File: src/rtl/cnt_seg7_scan.sv
// Two-digit common-anode 7-segment scanner for a 4-bit counter value (0..15).
// Optional build macro LEADING_ZERO_BLANK_EN blanks the tens digit when it is zero.
module cnt_seg7_scan #(
  parameter int SCAN_DIV = 50000
) (
  input  logic       CLK,
  input  logic       RST,
  input  logic [3:0] CNT,
  input  logic       CNT_VLD,
  output logic [6:0] SEG,
  output logic [1:0] DIG
);

  localparam int CW = (SCAN_DIV > 1) ? $clog2(SCAN_DIV) : 1;
  localparam logic [CW-1:0] SCAN_LAST = CW'(SCAN_DIV - 1);

  logic [3:0]    val_q, val_d;
  logic [CW-1:0] scan_cnt_q, scan_cnt_d;
  logic          dig_sel_q, dig_sel_d;
  logic [6:0]    seg_q, seg_d;
  logic [1:0]    dig_q, dig_d;

  logic          tens;
  logic [3:0]    ones;
  logic [3:0]    digit_val;

  function automatic logic [6:0] decode(input logic [3:0] v);
    case (v)
      4'd0:    decode = 7'h40;
      4'd1:    decode = 7'h79;
      4'd2:    decode = 7'h24;
      4'd3:    decode = 7'h30;
      4'd4:    decode = 7'h19;
      4'd5:    decode = 7'h12;
      4'd6:    decode = 7'h02;
      4'd7:    decode = 7'h78;
      4'd8:    decode = 7'h00;
      4'd9:    decode = 7'h10;
      default: decode = 7'h7F;
    endcase
  endfunction

  always_comb begin
    tens      = (val_q >= 4'd10);
    ones      = val_q - (tens ? 4'd10 : 4'd0);
    digit_val = dig_sel_q ? {3'b000, tens} : ones;
  end

  always_comb begin
    val_d      = CNT_VLD ? CNT : val_q;
    scan_cnt_d = scan_cnt_q + 1'b1;
    dig_sel_d  = dig_sel_q;
    if (scan_cnt_q == SCAN_LAST) begin
      scan_cnt_d = '0;
      dig_sel_d  = ~dig_sel_q;
    end
    // Display uses this cycle's digit select and value so DIG and SEG move together.
    dig_d = dig_sel_q ? 2'b01 : 2'b10;
`ifdef LEADING_ZERO_BLANK_EN
    seg_d = (dig_sel_q && !tens) ? 7'h7F : decode(digit_val);
`else
    seg_d = decode(digit_val);
`endif
  end

  always_ff @(posedge CLK) begin
    if (RST) begin
      val_q      <= '0;
      scan_cnt_q <= '0;
      dig_sel_q  <= 1'b0;
      seg_q      <= 7'h7F;
      dig_q      <= 2'b11;
    end else begin
      val_q      <= val_d;
      scan_cnt_q <= scan_cnt_d;
      dig_sel_q  <= dig_sel_d;
      seg_q      <= seg_d;
      dig_q      <= dig_d;
    end
  end

  assign SEG = seg_q;
  assign DIG = dig_q;

endmodule

File: config.mk
export PLATFORM = sky130hd
export DESIGN_NAME = cnt_seg7_scan
export DESIGN_NICKNAME = d
export VERILOG_FILES = /design/src/rtl/cnt_seg7_scan.sv
export SDC_FILE = /design/constraint.sdc
export NUM_CORES = 1
export LEC_CHECK = 0
export BUFFER_PORTS_ARGS = -buffer_cell sky130_fd_sc_hd__buf_2
export CAP_MARGIN = 20
export CELL_PAD_IN_SITES_DETAIL_PLACEMENT = 0
export CELL_PAD_IN_SITES_GLOBAL_PLACEMENT = 1
export CORE_ASPECT_RATIO = 1.5
export CORE_MARGIN = 2
export CORE_UTILIZATION = 37
export CTS_BUF_LIST = sky130_fd_sc_hd__clkbuf_16
export DETAILED_ROUTE_END_ITERATION = 16
export HOLD_SLACK_MARGIN = 0.12
export PLACE_DENSITY = 0.71
export REMOVE_ABC_BUFFERS = 1
export SYNTH_ARGS = -nofsm -noshare
export SYNTH_HDL_FRONTEND = slang
export SYNTH_SLANG_ARGS = --single-unit
File: constraint.sdc
create_clock -name CLK -period 3.5 [get_ports CLK]
set_clock_uncertainty 0.05 [all_clocks]
set_input_delay 0.525 -clock CLK [delete_from_list [all_inputs] [get_ports CLK]]
set_output_delay 0.525 -clock CLK [all_outputs]
set_load 0.005 [all_outputs]
==> out/metrics.csv, run 1 <==
stage;metric;value;unit
setup_path;highest net fanout along the worst path;7;
drt;drt drc;0;
global_route;initial antenna violation count;0;
floorplan;Starting Density;38.53;%
global_route;vias in the first global route;1112;
finish;Final nets;189;
timing;Highest Clock Rate;490.9;MHz
synthesis;Synth Flop Type;dfxtp_1;
placed_design;Final GP Congestion;0.7876;
finish;area of the multi-input gates;750.7;µm²
timing;Hold Slack;0.4096;ns
placed_design;dpl hpwl;2012;µm
min_path;Worst Hold Class;reg -> reg;
setup_path;crit path kind;reg -> reg;
synthesis;top post-synthesis cells by area;dfxtp_1 (42%), nor2_1 (8.2%), xnor2_1 (8.0%);
finish;area delta synth->final;16.40;%
cts;Num CTS Buffers;5;
timing;fin crit share;58.20;%
pwr;Tot Pwr;0.8388;mW
setup_path;Arr. time, crit path;2.21;ns
pwr;maximum VDD drop;366.3;µV
cts;hold-fix buffers at CTS;0;
setup_path;slowest CP cell;xor2_1;
cts;clk slew on worst S/H paths;0.05;ns
floorplan;Top Ports;16;
timing;setup violators final;0;
drt;post-route ant nets;0;
synthesis;number of distinct library cells after synthesis;33;
setup_path;cell mode on critical path;ha_1;
floorplan;die width;54.56;µm
drt;via count;1133;
placed_design;placed insts;214;
timing;max-slew violation count;0;
floorplan;CORE AREA;0.003682;mm²
drt;final wirelength;2731;µm
timing;final worst path period need;2.037;ns
synthesis;Synth Area in Simple Gates;27.87;%
run_status;status;complete, no violations;
synthesis;Seq/Total Area, Yosys;42.33;%
finish;final non-filler cell total;222;
synthesis;synth warn;0;
synthesis;Post-Synth Adder-Cell Area;3.527;%
setup_path;startpoint types;flip-flop;
placed_design;pre-CTS WS;1.493;ns
drt;vias per cell;5.104;
cts;Clock Latency Late Sink;0.28;ns
floorplan;Die Y;79.84;µm
setup_path;delay-heaviest family, CP;XOR/XNOR gates;
synthesis;compound-gate portion of the synthesized area;7.407;%
timing;slew margin rel.;64.85;%
cts;CTS tree;yes;
placed_design;I/O Buffers;15;
synthesis;Post-synth top cells;nor2_1 (31), dfxtp_1 (30), xnor2_1 (13);
flow_run;Max-Cap Viols;0;
finish;FF/Latch Area;600.6;µm²
global_route;global-route wire length before repair;4726;µm
synthesis;Yosys top cell by area;dfxtp_1;
cts;clk sinks;30;
synthesis;Syn Area/Cell;8.758;µm²
setup_path;CP required;3.67;ns
global_route;grt ovf;0;
global_route;GRT Util Overall;15.54;%
synthesis;Synth async-reset ratio;0;%
synthesis;Synth Cell Area;0.001419;mm²
finish;Final Util;44.85;%
synthesis;mux contribution to synthesized area;4.233;%
drt;post-DR wirelength/cell;12.30;µm
drt;DR iter-0 viols;27;
setup_path;Worst setup EP type;flip-flop;
setup_path;critical path, cell by cell;inv_1, a21oi_1, ha_1, ha_1, xor2_1, mux2i_1, o41a_1;
pwr;P_leak;0.6289;nW
cts;clock root buffer;clkbuf_16;
synthesis;fraction of synthesized cell area in xor and xnor cells;9.877;%
finish;fin area;0.001652;mm²
finish;number of fill cells;387;
floorplan;Row Count;27;
cts;CTS H-tree depth;2;
synthesis;Yosys reg bits;30;
cts;cts repair resizes;0;
placed_design;Placement Cell Area;0.001514;mm²
timing;Final Hold Viols;0;
synthesis;top-area cell type share of the netlist area;42.33;%
cts;largest buffer count on any clock path;2;
pwr;Cell Pwr Density;507.9;mW/mm²
floorplan;die footprint;0.004356;mm²
timing;setup TNS;0;ns
synthesis;Post-synth EDFFs;0;
setup_path;WP buf/inv;1;
synthesis;count leader, synth;nor2_1;
timing;final worst setup slack;1.463;ns
global_route;largest net degree at the start of global routing;16;
setup_path;slowest stage delay, CP;0.47;ns
drt;first-pass iteration count of the detailed router;4;
finish;layout cells sized above 1;14.53;%
cts;# Post-CTS Setup Buffers;0;
timing;RSZ-0062 raised after global routing;no;
finish;Antenna diodes;0;
synthesis;largest family of logic cells by synthesized area;simple AND/OR/NAND/NOR gates;
timing;Worst Max-Slew Pin Slew;0.5255;ns
synthesis;cells after synthesis;162;
-- report_power, final --
part	total, mW	internal (mW)	switching, mW
Combinational	0.0740	0.0334	0.0406
Clock	0.397	0.256	0.142
Sequential	0.368	0.359	0.00909
Total	0.839	0.648	0.191
-- final timing paths --
path / startpoint / endpoint / slack, ns / cells past startpoint
worst max-delay path: val_q[2] / SEG[6] / 1.46 / 7
worst max register to register: val_q[2] / SEG[6] / 1.46 / 7
worst min-delay path: scan_cnt_q[0] / scan_cnt_q[0] / 0.41 / 1
worst min register to register: scan_cnt_q[0] / scan_cnt_q[0] / 0.41 / 1
-- worst reg2reg max path, cell delays in order (launching register included) --
cell	delay [ns]
dfxtp_1	0.41
inv_1	0.08
a21oi_1	0.15
ha_1	0.16
ha_1	0.26
xor2_1	0.47
mux2i_1	0.25
o41a_1	0.15
-- flip-flops by register name (all words and copies together) (netlist names) --
name	count
scan_cnt_q	16
DIG	2
val_q	4
SEG	7
dig_sel_q	1
-- logic make-up (layout without fill, tap and decap cells) --
kind of cell,after synthesis,count (layout)
AO/OA/AOI/OAI,16,16
AND/OR/NAND/NOR,75,75
flip-flops,30,30
XOR/XNOR,16,16
adder cells (fa/ha/maj),4,4
multiplexers,6,6
buffers and inverters,15,32
-- final cells by class --
| type | instances | share of cell area (%) |
|---|---|---|
| sequential | 30 | 36.36 |
| clock inverter | 3 | 0.7576 |
| timing repair buffer | 15 | 4.545 |
| inverter | 9 | 2.045 |
| clock buffer | 5 | 7.576 |
| tap | 43 | 3.258 |
| multi-input combinational | 117 | 45.45 |
-- metal layers --
metal / routed length (µm) / vias up / part of all wire (%) / GRT usage, %
met2: 1499 / 22 / 55 / 26.51
met1: 1080 / 517 / 40 / 15.02
met5: 0 / - / 0 / 0
met3: 99 / 5 / 3.6 / 6.367
li1: - / 589 / - / -
met4: 51 / 0 / 1.9 / 8.750
-- cell usage in the layout (no fill, tap or decap), drive strengths merged, types with 5 or more instances in the layout --
cell and instances:
nor4 6, xnor2 13, nor2 31, mux2i 6, dfxtp 30, nor3 8, clkbuf 5, nand3 8
buf 15, inv 10
No activity file was read; power rests on OpenSTA's default activity.
==> inputs of run 2 (changes only) <==
==> constraint.sdc (replaced) <==
create_clock -name CLK -period 2.1 [get_ports CLK]
set_clock_uncertainty 0.05 [all_clocks]
set_input_delay 0.315 -clock CLK [delete_from_list [all_inputs] [get_ports CLK]]
set_output_delay 0.315 -clock CLK [all_outputs]
set_load 0.005 [all_outputs]
==> run 2 against run 1 <==
  * Clock-buffer cell count stayed put
  * Non-clock buffer count up 6
  * Worst hold slack got worse by 0.17 ns
  * Critical path depth up 1
  * First-iteration DRC count is 37% lower
  * Clock power rose by 100%
  * Combinational power increased by 85%
  * Fmax rose by 5.2%
  * Design area up 4.6%
  * Critical path type unchanged
  * Critical endpoint is now SEG[5]
  * Highest routed layer unchanged
==> out/metrics.csv, run 2 (synthesis results as in run 1) <==
stage;metric;value;unit
timing;max-slew violation count;0;
global_route;grt ovf;0;
finish;layout cells sized above 1;19.46;%
finish;FF/Latch Area;601.8;µm²
setup_path;critical path, cell by cell;inv_1, a21oi_1, ha_1, ha_2, or3b_2, nor3_1, nor4_1, o21bai_1;
floorplan;Starting Density;38.53;%
finish;area delta synth->final;21.78;%
floorplan;Row Count;27;
placed_design;Placement Cell Area;0.001559;mm²
flow_run;Max-Cap Viols;0;
cts;clk slew on worst S/H paths;0.05;ns
timing;Final Hold Viols;0;
run_status;status;complete, no violations;
finish;Reg with most FFs;scan_cnt_q;
cts;CTS H-tree depth;2;
cts;# Post-CTS Setup Buffers;0;
finish;final non-filler cell total;228;
cts;largest buffer count on any clock path;2;
timing;Highest Clock Rate;516.2;MHz
floorplan;die width;54.56;µm
floorplan;CORE AREA;0.003682;mm²
cts;clock root buffer;clkbuf_16;
timing;Hold Slack;0.2389;ns
pwr;P_leak;0.6683;nW
floorplan;Die Y;79.84;µm
setup_path;Worst setup EP type;flip-flop;
finish;fin area;0.001728;mm²
global_route;vias in the first global route;1222;
timing;final worst path period need;1.937;ns
floorplan;Top Ports;16;
timing;fin crit share;92.25;%
timing;setup violators final;0;
placed_design;dpl hpwl;2205;µm
drt;first-pass iteration count of the detailed router;4;
finish;Antenna diodes;0;
setup_path;slowest CP cell;or3b_2;
cts;CTS tree;yes;
global_route;GRT Util Overall;16.83;%
drt;post-route ant nets;0;
finish;number of fill cells;357;
drt;DR iter-0 viols;17;
floorplan;die footprint;0.004356;mm²
timing;setup TNS;0;ns
placed_design;pre-CTS WS;0.1438;ns
cts;clk sinks;30;
finish;commonest non-fill, non-tap cells in the layout;nor2_1 (31), dfxtp_1 (29), buf_2 (15), xnor2_1 (13), inv_1 (9);
cts;hold-fix buffers at CTS;0;
setup_path;Arr. time, crit path;2.10;ns
setup_path;slowest stage delay, CP;0.49;ns
drt;via count;1169;
placed_design;Final GP Congestion;0.8461;
pwr;Tot Pwr;1.546;mW
global_route;largest net degree at the start of global routing;16;
setup_path;crit path kind;reg -> reg;
finish;Final Util;46.92;%
drt;vias per cell;5.127;
setup_path;startpoint types;flip-flop;
cts;Clock Latency Late Sink;0.27;ns
global_route;initial antenna violation count;0;
timing;final worst setup slack;0.1627;ns
min_path;Worst Hold Class;in -> reg;
pwr;Cell Pwr Density;894.8;mW/mm²
timing;RSZ-0062 raised after global routing;no;
drt;final wirelength;2971;µm
drt;drt drc;0;
finish;area of the multi-input gates;753.2;µm²
finish;most common cell after layout, fill and taps aside;nor2_1;
setup_path;highest net fanout along the worst path;6;
global_route;global-route wire length before repair;5271;µm
timing;Worst Max-Slew Pin Slew;0.3610;ns
timing;slew margin rel.;75.71;%
placed_design;placed insts;220;
placed_design;I/O Buffers;15;
drt;post-DR wirelength/cell;13.03;µm
finish;max reg flops;16;
finish;Final nets;195;
setup_path;CP required;2.26;ns
pwr;maximum VDD drop;641.2;µV
cts;Num CTS Buffers;5;
## run 2: final cells by class
type | instances | share of cell area (%)
Tap cell | 43 | 3.114
Sequential cell | 30 | 34.83
Inverter | 9 | 1.955
Clock buffer | 5 | 7.241
Multi-Input combinational cell | 117 | 43.59
Timing Repair Buffer | 21 | 6.951
Clock inverter | 3 | 2.317
## run 2: per-layer routing
metal	track usage (%)	vias to the layer above	part of all wire, %
li1	-	599	-
met1	17.05	548	42
met2	29.64	15	53
met3	5.431	7	2.7
met4	7.750	0	2.9
met5	0	-	0
## run 2: path summary, 6_finish.rpt
kind / from / end / slack (ns) / cells after the start
setup / recovery: val_q[3] / SEG[5] / 0.16 / 8
hold / removal: CNT[0] / val_q[0] / 0.24 / 3
setup reg to reg: val_q[3] / SEG[5] / 0.16 / 8
hold reg to reg: scan_cnt_q[0] / scan_cnt_q[0] / 0.41 / 1
## run 2: report_power, final
part | internal, mW | switching (mW) | total (mW)
Combinational | 0.0631 | 0.0735 | 0.137
Clock | 0.553 | 0.245 | 0.798
Sequential | 0.597 | 0.0143 | 0.612
## run 2: repair_timing
item | 4_1_cts | 5_1_grt
endpoints found under the hold margin | 0 | 0
resized for setup | 0 | 2
setup endpoints to repair | 0 | 2
## run 2: critical path, delay by kind of cell (launching register included)
kind                     cells  cell delay, ns
flip-flops                   1            0.40
AO/OA/AOI/OAI                2            0.24
AND/OR/NAND/NOR              3            0.72
adder cells (fa/ha/maj)      2            0.38
buffers and inverters        1            0.08
==> inputs of run 3 (changes only) <==
--- a/config.mk
+++ b/config.mk
@@ -16,6 +16,7 @@
 export DETAILED_ROUTE_END_ITERATION = 16
 export HOLD_SLACK_MARGIN = 0.12
 export PLACE_DENSITY = 0.71
+export RECOVER_POWER = 50
 export REMOVE_ABC_BUFFERS = 1
 export SYNTH_ARGS = -nofsm -noshare
 export SYNTH_HDL_FRONTEND = slang
==> run 3 against run 2 <==
  * Global-route usage stayed put
  * Clock-buffer cell count stayed put
  * Register-to-register slack hardly changed
  * Fmax is 0.13% higher
  * Via count is 0.68% higher
  * Sequential power hardly changed
  * Critical path type unchanged
  * Critical endpoint unchanged
  * Highest routed layer unchanged
==> out/metrics.csv, run 3 (synthesis results as in run 1) <==
stage;metric;value;unit
setup_path;crit path kind;reg -> reg;
setup_path;Worst setup EP type;flip-flop;
setup_path;worst r2r src;val_q[3];
global_route;GR Layer Usage met1;17.05;%
cts;# Post-CTS Setup Buffers;0;
setup_path;internal reg-to-reg setup slack;0.17;ns
global_route;grt ovf;0;
timing;Final Hold Viols;0;
floorplan;Row Count;27;
setup_path;highest net fanout along the worst path;6;
timing;final worst path period need;1.935;ns
flow_run;Max-Cap Viols;0;
drt;via count;1177;
timing;max-slew violation count;0;
placed_design;dpl hpwl;2205;µm
cts;largest buffer count on any clock path;2;
timing;slew margin rel.;75.08;%
pwr;Cell Pwr Density;905.1;mW/mm²
cts;Num CTS Buffers;5;
finish;max reg flops;16;
drt;drt drc;0;
drt;post-route ant nets;0;
timing;Worst Max-Slew Pin Slew;0.3703;ns
drt;DR iter-0 viols;15;
setup_path;critical path, cell by cell;inv_1, a21oi_1, ha_1, ha_2, or3b_2, nor3_1, nor4_1, o21bai_1;
finish;Reg with most FFs;scan_cnt_q;
global_route;initial antenna violation count;0;
run_status;status;complete, no violations;
floorplan;CORE AREA;0.003682;mm²
setup_path;startpoint types;flip-flop;
timing;RSZ-0062 raised after global routing;no;
drt;vias per cell;5.162;
global_route;GRT Util Overall;16.83;%
setup_path;slowest CP cell;or3b_2;
floorplan;Die Y;79.84;µm
pwr;P_leak;0.6337;nW
setup_path;slowest stage delay, CP;0.49;ns
timing;fin crit share;92.13;%
setup_path;R2R Path End;SEG[5];
finish;Final nets;195;
floorplan;Top Ports;16;
finish;commonest non-fill, non-tap cells in the layout;nor2_1 (31), dfxtp_1 (29), xnor2_1 (13), clkbuf_1 (10), inv_1 (9);
min_path;Worst Hold Class;in -> reg;
global_route;global-route wire length before repair;5271;µm
timing;setup TNS;0;ns
cts;Clock Latency Late Sink;0.27;ns
finish;area delta synth->final;19.93;%
setup_path;WP buf/inv;1;
placed_design;Final GP Congestion;0.8461;
setup_path;CP required;2.26;ns
floorplan;die width;54.56;µm
pwr;maximum VDD drop;639.4;µV
timing;Hold Slack;0.2392;ns
global_route;GR peak layer;met2;
cts;CTS tree;yes;
setup_path;Arr. time, crit path;2.09;ns
finish;number of fill cells;367;
setup_path;delay-heaviest family, CP;simple AND/OR/NAND/NOR gates;
placed_design;I/O Buffers;15;
cts;clk slew on worst S/H paths;0.05;ns
setup_path;cells on worst reg2reg path;8;
global_route;largest net degree at the start of global routing;16;
drt;final wirelength;2959;µm
timing;Highest Clock Rate;516.8;MHz
global_route;met2 Use GR;29.64;%
floorplan;Starting Density;38.53;%
min_path;worst hold path depth;3;
cts;clock root buffer;clkbuf_16;
min_path;worst hold path endpoint;val_q[0];
floorplan;die footprint;0.004356;mm²
global_route;GR Layer Usage met3;5.431;%
cts;hold-fix buffers at CTS;0;
finish;Antenna diodes;0;
timing;setup violators final;0;
cts;clk sinks;30;
finish;most common cell after layout, fill and taps aside;nor2_1;
global_route;vias in the first global route;1222;
drt;first-pass iteration count of the detailed router;4;
finish;layout cells sized above 1;13.51;%
cts;CTS H-tree depth;2;
drt;post-DR wirelength/cell;12.98;µm
min_path;HP Start;CNT[0];
run 3: layout make-up:
| type | instances | area (µm²) | share of cell area (%) |
|---|---|---|---|
| clock buffers | 5 | 125.1 | 7.353 |
| clock inverters | 3 | 40.04 | 2.353 |
| flip-flops and latches | 30 | 601.8 | 35.37 |
| repair buffers | 21 | 102.6 | 6.029 |
| well taps | 43 | 53.80 | 3.162 |
| inverters | 9 | 33.78 | 1.985 |
| multi-input cells | 117 | 744.5 | 43.75 |
run 3: what timing repair did:
item | 4_1_cts | 5_1_grt
hold endpoints to repair | 0 | 0
setup endpoints to repair | 0 | 2
resized for setup | 0 | 2
run 3: worst reg2reg max path: stages, from the launching register on:
cell and delay (ns):
dfxtp_1 0.40, inv_1 0.08, a21oi_1 0.12, ha_1 0.16, ha_2 0.22, or3b_2 0.49
nor3_1 0.16, nor4_1 0.07, o21bai_1 0.12
run 3: where the power goes:
part | leakage (nW) | switching [mW] | internal (mW)
logic | 0.304 | 0.0732 | 0.0572
registers | 0.246 | 0.0147 | 0.597
clock network | 0.0836 | 0.244 | 0.553
total | 0.634 | 0.332 | 1.21
run 3: worst max-delay path by stage:
| stage | start | endpoint | cells after the start |
|---|---|---|---|
| floorplan | val_q[2] | SEG[5] | 8 |
| global route | val_q[3] | SEG[5] | 8 |
| global placement | val_q[1] | SEG[0] | 8 |
| finish | val_q[3] | SEG[5] | 8 |
| CTS | val_q[1] | SEG[5] | 8 |
| detailed placement | val_q[1] | SEG[5] | 8 |
run 3: routing by layer:
metal	part of all wire, %	wire length [µm]	vias up
met4	3.1	91	0
li1	-	-	600
met2	53	1559	19
met3	3.2	94	9
met5	0	0	-
met1	41	1214	549
run 3: per-stage QoR:
stage               setup WS, ns  cells  util (%)  instance area [µm²]  total power [mW]
finish                    0.1652    228     46.21                 1702             1.540
global route             0.02057    228     46.21                 1702             1.613
CTS                       0.1296    228     46.82                 1724             1.566
detailed placement        0.1438    220     42.34                 1559            0.7595
global placement          0.1758    220     42.34                 1559            0.7585
floorplan                 0.2692    156         -                 1385            0.7019
